--- config.mk ---
export PLATFORM = sky130hd
export DESIGN_NAME = ro_puf_sequencer
export DESIGN_NICKNAME = d
export VERILOG_FILES = /design/src/rtl/ro_puf_sequencer.sv
export SDC_FILE = /design/constraint.sdc
export NUM_CORES = 1
export LEC_CHECK = 0
export BUFFER_PORTS_ARGS = -buffer_cell sky130_fd_sc_hd__buf_2
export CORE_ASPECT_RATIO = 0.6
export CORE_MARGIN = 4
export CORE_UTILIZATION = 54
export CTS_BUF_LIST = sky130_fd_sc_hd__clkbuf_4 sky130_fd_sc_hd__clkbuf_8 sky130_fd_sc_hd__clkbuf_16
export CTS_CLUSTER_SIZE = 28
export DETAILED_ROUTE_END_ITERATION = 10
export PLACE_DENSITY = 0.8
export SLEW_MARGIN = 10
export SYNTH_ARGS = -nofsm -noshare
export SYNTH_HDL_FRONTEND = slang
export SYNTH_SLANG_ARGS = --single-unit
--- constraint.sdc ---
create_clock -name clk -period 3.2 [get_ports clk]
set_clock_uncertainty 0.1 [all_clocks]
set_input_delay 0.48 -clock clk [delete_from_list [all_inputs] [get_ports clk]]
set_output_delay 0.48 -clock clk [all_outputs]
set_load 0.1 [all_outputs]
--- src/rtl/ro_puf_sequencer.sv ---
// Ring-oscillator PUF sequencer: measures one oscillator pair per response bit.
// Define RO_PUF_TIE_DETECT_EN to report equal counts on tie_mask.
module ro_puf_sequencer #(
  parameter int SEL_W     = 4,
  parameter int CNT_W     = 16,
  parameter int RESP_BITS = 8,
  parameter int WINDOW    = 1024
) (
  input  logic                          clk,
  input  logic                          rst,
  input  logic                          start,
  input  logic [RESP_BITS*2*SEL_W-1:0]  challenge,
  input  logic [CNT_W-1:0]              cnt_a,
  input  logic [CNT_W-1:0]              cnt_b,
  output logic [SEL_W-1:0]              sel_a,
  output logic [SEL_W-1:0]              sel_b,
  output logic                          ro_en,
  output logic                          cnt_clr,
  output logic                          busy,
  output logic                          done,
  output logic [RESP_BITS-1:0]          response,
  output logic                          err,
  output logic [RESP_BITS-1:0]          tie_mask
);

  localparam int IDX_W = (RESP_BITS > 1) ? $clog2(RESP_BITS) : 1;
  localparam int WIN_W = 16;
  localparam logic [IDX_W-1:0] LAST_IDX = IDX_W'(RESP_BITS - 1);

  typedef enum logic [2:0] {
    S_IDLE,
    S_CLEAR,
    S_COUNT,
    S_DRAIN,
    S_COMPARE,
    S_DONE
  } state_t;

  state_t                         r_state;
  logic [RESP_BITS*2*SEL_W-1:0]   r_chal;
  logic [IDX_W-1:0]               r_idx;
  logic [WIN_W-1:0]               r_win;

  logic [IDX_W-1:0]               w_pairIdx;
  logic [RESP_BITS*2*SEL_W-1:0]   w_chalSrc;
  logic [SEL_W-1:0]               w_nextA;
  logic [SEL_W-1:0]               w_nextB;

  // Selects for the pair about to be measured: pair 0 of the incoming
  // challenge when starting, otherwise the next pair of the stored one.
  always_comb begin
    w_pairIdx = (r_state == S_IDLE) ? '0 : r_idx + 1'b1;
    w_chalSrc = (r_state == S_IDLE) ? challenge : r_chal;
    w_nextA   = w_chalSrc[2*SEL_W*int'(w_pairIdx) +: SEL_W];
    w_nextB   = w_chalSrc[2*SEL_W*int'(w_pairIdx) + SEL_W +: SEL_W];
  end

`ifdef RO_PUF_TIE_DETECT_EN
  logic [RESP_BITS-1:0] r_tie;
  assign tie_mask = r_tie;
`else
  assign tie_mask = '0;
`endif

  always_ff @(posedge clk) begin
    if (rst) begin
      r_state  <= S_IDLE;
      r_chal   <= '0;
      r_idx    <= '0;
      r_win    <= '0;
      sel_a    <= '0;
      sel_b    <= '0;
      ro_en    <= 1'b0;
      cnt_clr  <= 1'b0;
      busy     <= 1'b0;
      done     <= 1'b0;
      response <= '0;
      err      <= 1'b0;
`ifdef RO_PUF_TIE_DETECT_EN
      r_tie    <= '0;
`endif
    end else begin
      done <= 1'b0;
      case (r_state)
        S_IDLE: begin
          if (start) begin
            r_chal   <= challenge;
            r_idx    <= '0;
            response <= '0;
            err      <= 1'b0;
`ifdef RO_PUF_TIE_DETECT_EN
            r_tie    <= '0;
`endif
            sel_a    <= w_nextA;
            sel_b    <= w_nextB;
            cnt_clr  <= 1'b1;
            busy     <= 1'b1;
            r_state  <= S_CLEAR;
          end
        end
        S_CLEAR: begin
          cnt_clr <= 1'b0;
          ro_en   <= 1'b1;
          r_win   <= WIN_W'(WINDOW - 1);
          r_state <= S_COUNT;
        end
        S_COUNT: begin
          if (r_win == '0) begin
            ro_en   <= 1'b0;
            r_win   <= WIN_W'(1);
            r_state <= S_DRAIN;
          end else begin
            r_win <= r_win - 1'b1;
          end
        end
        // Two idle cycles let the counters' synchronisers settle.
        S_DRAIN: begin
          if (r_win == '0) begin
            r_state <= S_COMPARE;
          end else begin
            r_win <= r_win - 1'b1;
          end
        end
        S_COMPARE: begin
          if (sel_a == sel_b) begin
            response[r_idx] <= 1'b0;
            err             <= 1'b1;
          end else begin
            response[r_idx] <= (cnt_a > cnt_b);
          end
`ifdef RO_PUF_TIE_DETECT_EN
          if (cnt_a == cnt_b) begin
            r_tie[r_idx] <= 1'b1;
          end
`endif
          if (r_idx == LAST_IDX) begin
            done    <= 1'b1;
            r_state <= S_DONE;
          end else begin
            r_idx   <= r_idx + 1'b1;
            sel_a   <= w_nextA;
            sel_b   <= w_nextB;
            cnt_clr <= 1'b1;
            r_state <= S_CLEAR;
          end
        end
        S_DONE: begin
          busy    <= 1'b0;
          r_state <= S_IDLE;
        end
        default: begin
          r_state <= S_IDLE;
        end
      endcase
    end
  end

endmodule

==> flow_summary.yaml <==
finish:
  finalInstanceArea_um2: 6180
  areaGrowthSynthToFinish_pct: 17.5
  drive_gt1_share_pct: 23.5
  fin_nets: 854
  fill_cells: 799
  diodes: 0
synthesis:
  synth_adder_area_share_pct: 4.52
  syn-cell-area_um2: 5260
  synth_edf_count: 0
  ys_types: 58
  synth_xor_xnor_area_share_pct: 1.50
  ys_warn_count: 0
  synth_most_common_cell: "nand2_1"
  synth_compound_area_share_pct: 17.2
  synth_flop_cell: "dfxtp_1"
  yosysTopAreaCell: "dfxtp_1"
  postSynthAreaPerCell_um2: 8.24
  ys_ff_latch: 107
  synth_top_area_share_pct: 40.7
  ys_seq_area_share_pct: 40.7
  yosys.area_share.simple_pct: 21.4
  synth_commonest_cells: "nand2_1 (170), dfxtp_1 (107), a21oi_1 (94)"
  synth_top_family_by_area: "simple AND/OR/NAND/NOR gates"
  synth_cells: 638
  synthMuxAreaShare_pct: 8.37
  ys_async_sr_fraction_pct: 0
  synth_area_leaders: "dfxtp_1 (41%), nand2_1 (12%), a21oi_1 (8.9%), mux4_2 (6.9%), ha_1 (4.5%)"
setup_path:
  worstSetupStartpointType: "flop"
  crit_fanout: 7
  worstPathArrival_ns: 2.59
  cp-end-kind: "flop"
  required_ns: 3.33
  rrSetupSlack_ns: 0.73
  path_class: "reg2reg"
  r2r_cells: 7
global_routing:
  grt_pass1_vias: 4576
  overflow: 0
  grt_pass1_wl_um: 22500
  grt_use_met3_pct: 5.57
  grt_max_degree: 57
  gr-max-usage-layer: "met2"
  grt_use_met1_pct: 36.3
  met2_usage_pct: 36.3
  antenna_found_initial: 0
  grt_use_total_pct: 24.5
die:
  core_um2: 9320
  start_util_pct: 56.4
  die_h_um: 84.4
  core.rowCount: 27
  ios: 128
  die_w_um: 135
  die_area_um2: 11400
run_status:
  status: "finished clean"
timing:
  finalWorstPathRequiredPeriod_ns: 2.47
  grt_setup_unrepaired: "false"
  slew_headroom_pct: 38.7
  max_freq_ghz: 0.405
  worst-slew-pin-transition_ns: 0.916
  setup_tns_ns: 0
  slew_violations: 0
  fin_crit_sh_pct: 77.2
  hold_viol: 0
  setup_viol: 0
drt:
  avgRoutedWirePerCell_um: 16.2
  routed_wl_um: 14100
  first_pass_iters: 5
  viasPerCell: 5.72
  vias: 4974
  drc_errors: 0
  drt_iter0_markers: 389
  ant_nets: 0
cts:
  cts.path.max_buffers: 2
  clk_latency_ns: 0.35
  post_cts_resized: 0
  clock_sink_count: 107
  cts_tree: "yes"
  cts_hold_buf: 0
  h-tree-depth: 3
  cts_setup_buffers: 0
  cts_buffers: 9
  clk_pin_slew_ns: 0.07
  clk_root_buffer_cell: "clkbuf_16"
pwr:
  ir_drop_uv: 334
  leakage_nw: 2.56
  powerDensity_nw_per_um2: 593
place:
  port-buffer-count: 119
  dpl.hpwl_um: 10200
  gp_routability_congestion: 0.850
  placed_area_um2: 5890
min_path:
  hold_path_class: "in2reg"
  holdPathStages: 3
job:
  maxCapViolCount: 0
[power breakdown]
part / switching [W] / internal (W) / leakage (nW) / total (W)
clock network: 0.000492 / 0.000603 / 0.137 / 0.00110
registers: 0.000104 / 0.00145 / 0.876 / 0.00156
logic: 0.000680 / 0.000332 / 1.54 / 0.00101
[state kept, by name, summed over array words and instances (netlist names), 3 cells and up]
register	cells
sel_b	4
r_chal	64
r_win	16
r_idx	3
sel_a	4
response	8
r_state	3
[metrics by stage]
stage	hold slack [ns]	total power, W	instances	setup WS, ns	utilization, %
finish	0.263	0.00367	870	0.731	66.3
detailed placement	0.345	0.00257	855	0.681	63.2
CTS	0.259	0.00366	870	0.780	66.3
global route	0.262	0.00384	870	0.608	66.3
global placement	0.338	0.00254	855	0.788	63.2
floorplan	0.333	0.00233	645	0.951	-
[cells by family (layout without fill, tap and decap cells)]
group | Yosys count | count (layout)
AND/OR/NAND/NOR | 254 | 254
AO/OA/AOI/OAI | 149 | 149
flip-flops | 107 | 107
buffers and inverters | 75 | 170
multiplexers | 24 | 24
adder cells (fa/ha/maj) | 19 | 19
XOR/XNOR | 9 | 9
other | 1 | 8
[layout by cell type (no fill, tap or decap), drive strengths merged, types with 3 or more instances in the layout]
cell type | netlist | layout
nand3 | 18 | 18
inv | 27 | 27
nor2b | 4 | 4
nor4 | 3 | 3
a31oi | 4 | 4
nor3 | 9 | 9
or3 | 3 | 3
o21ai | 7 | 7
nor2 | 24 | 24
o32ai | 3 | 3
nand4 | 3 | 3
or2 | 4 | 4
and3 | 3 | 3
conb | 1 | 8
and2 | 3 | 3
clkinv | 1 | 4
mux4 | 16 | 16
mux2i | 8 | 8
and4 | 3 | 3
clkbuf | 28 | 9
o211ai | 12 | 12
buf | 19 | 127
ha | 19 | 19
o2bb2ai | 3 | 3
dfxtp | 107 | 107
nand2 | 170 | 170
xnor2 | 9 | 9
o31ai | 10 | 10
a21oi | 94 | 94
[layout make-up]
type,instances,area (um2),area share (%)
multi-input combinational,463,2820,45.7
timing repair buffer,127,656,10.6
sequential,107,2140,34.7
inverter,28,105,1.70
clock inverter,6,67.6,1.09
tap,130,163,2.63
clock buffer,9,225,3.64
[per-layer routing]
| metal | vias up | share of wire (%) |
|---|---|---|
| li1 | 2398 | - |
| met1 | 2332 | 48 |
| met2 | 223 | 43 |
| met3 | 21 | 8.0 |
| met4 | 0 | 1.4 |
| met5 | - | 0 |
[worst paths after layout]
| check | to | from |
|---|---|---|
| worst min register to register | r_chal[35] | r_chal[35] |
| worst max register to register | r_win[8] | r_win[1] |
| worst max-delay path | r_win[8] | r_win[1] |
| worst min-delay path | r_chal[42] | challenge[42] |
[worst max-delay path: stages, from the launching register on]
cell	delay, ns
dfxtp_1	0.34
inv_1	0.10
ha_1	0.21
nor3b_2	0.42
and3_1	0.35
nand3_1	0.27
a311oi_1	0.45
o31ai_1	0.10
(Power assumes the default switching activity.)
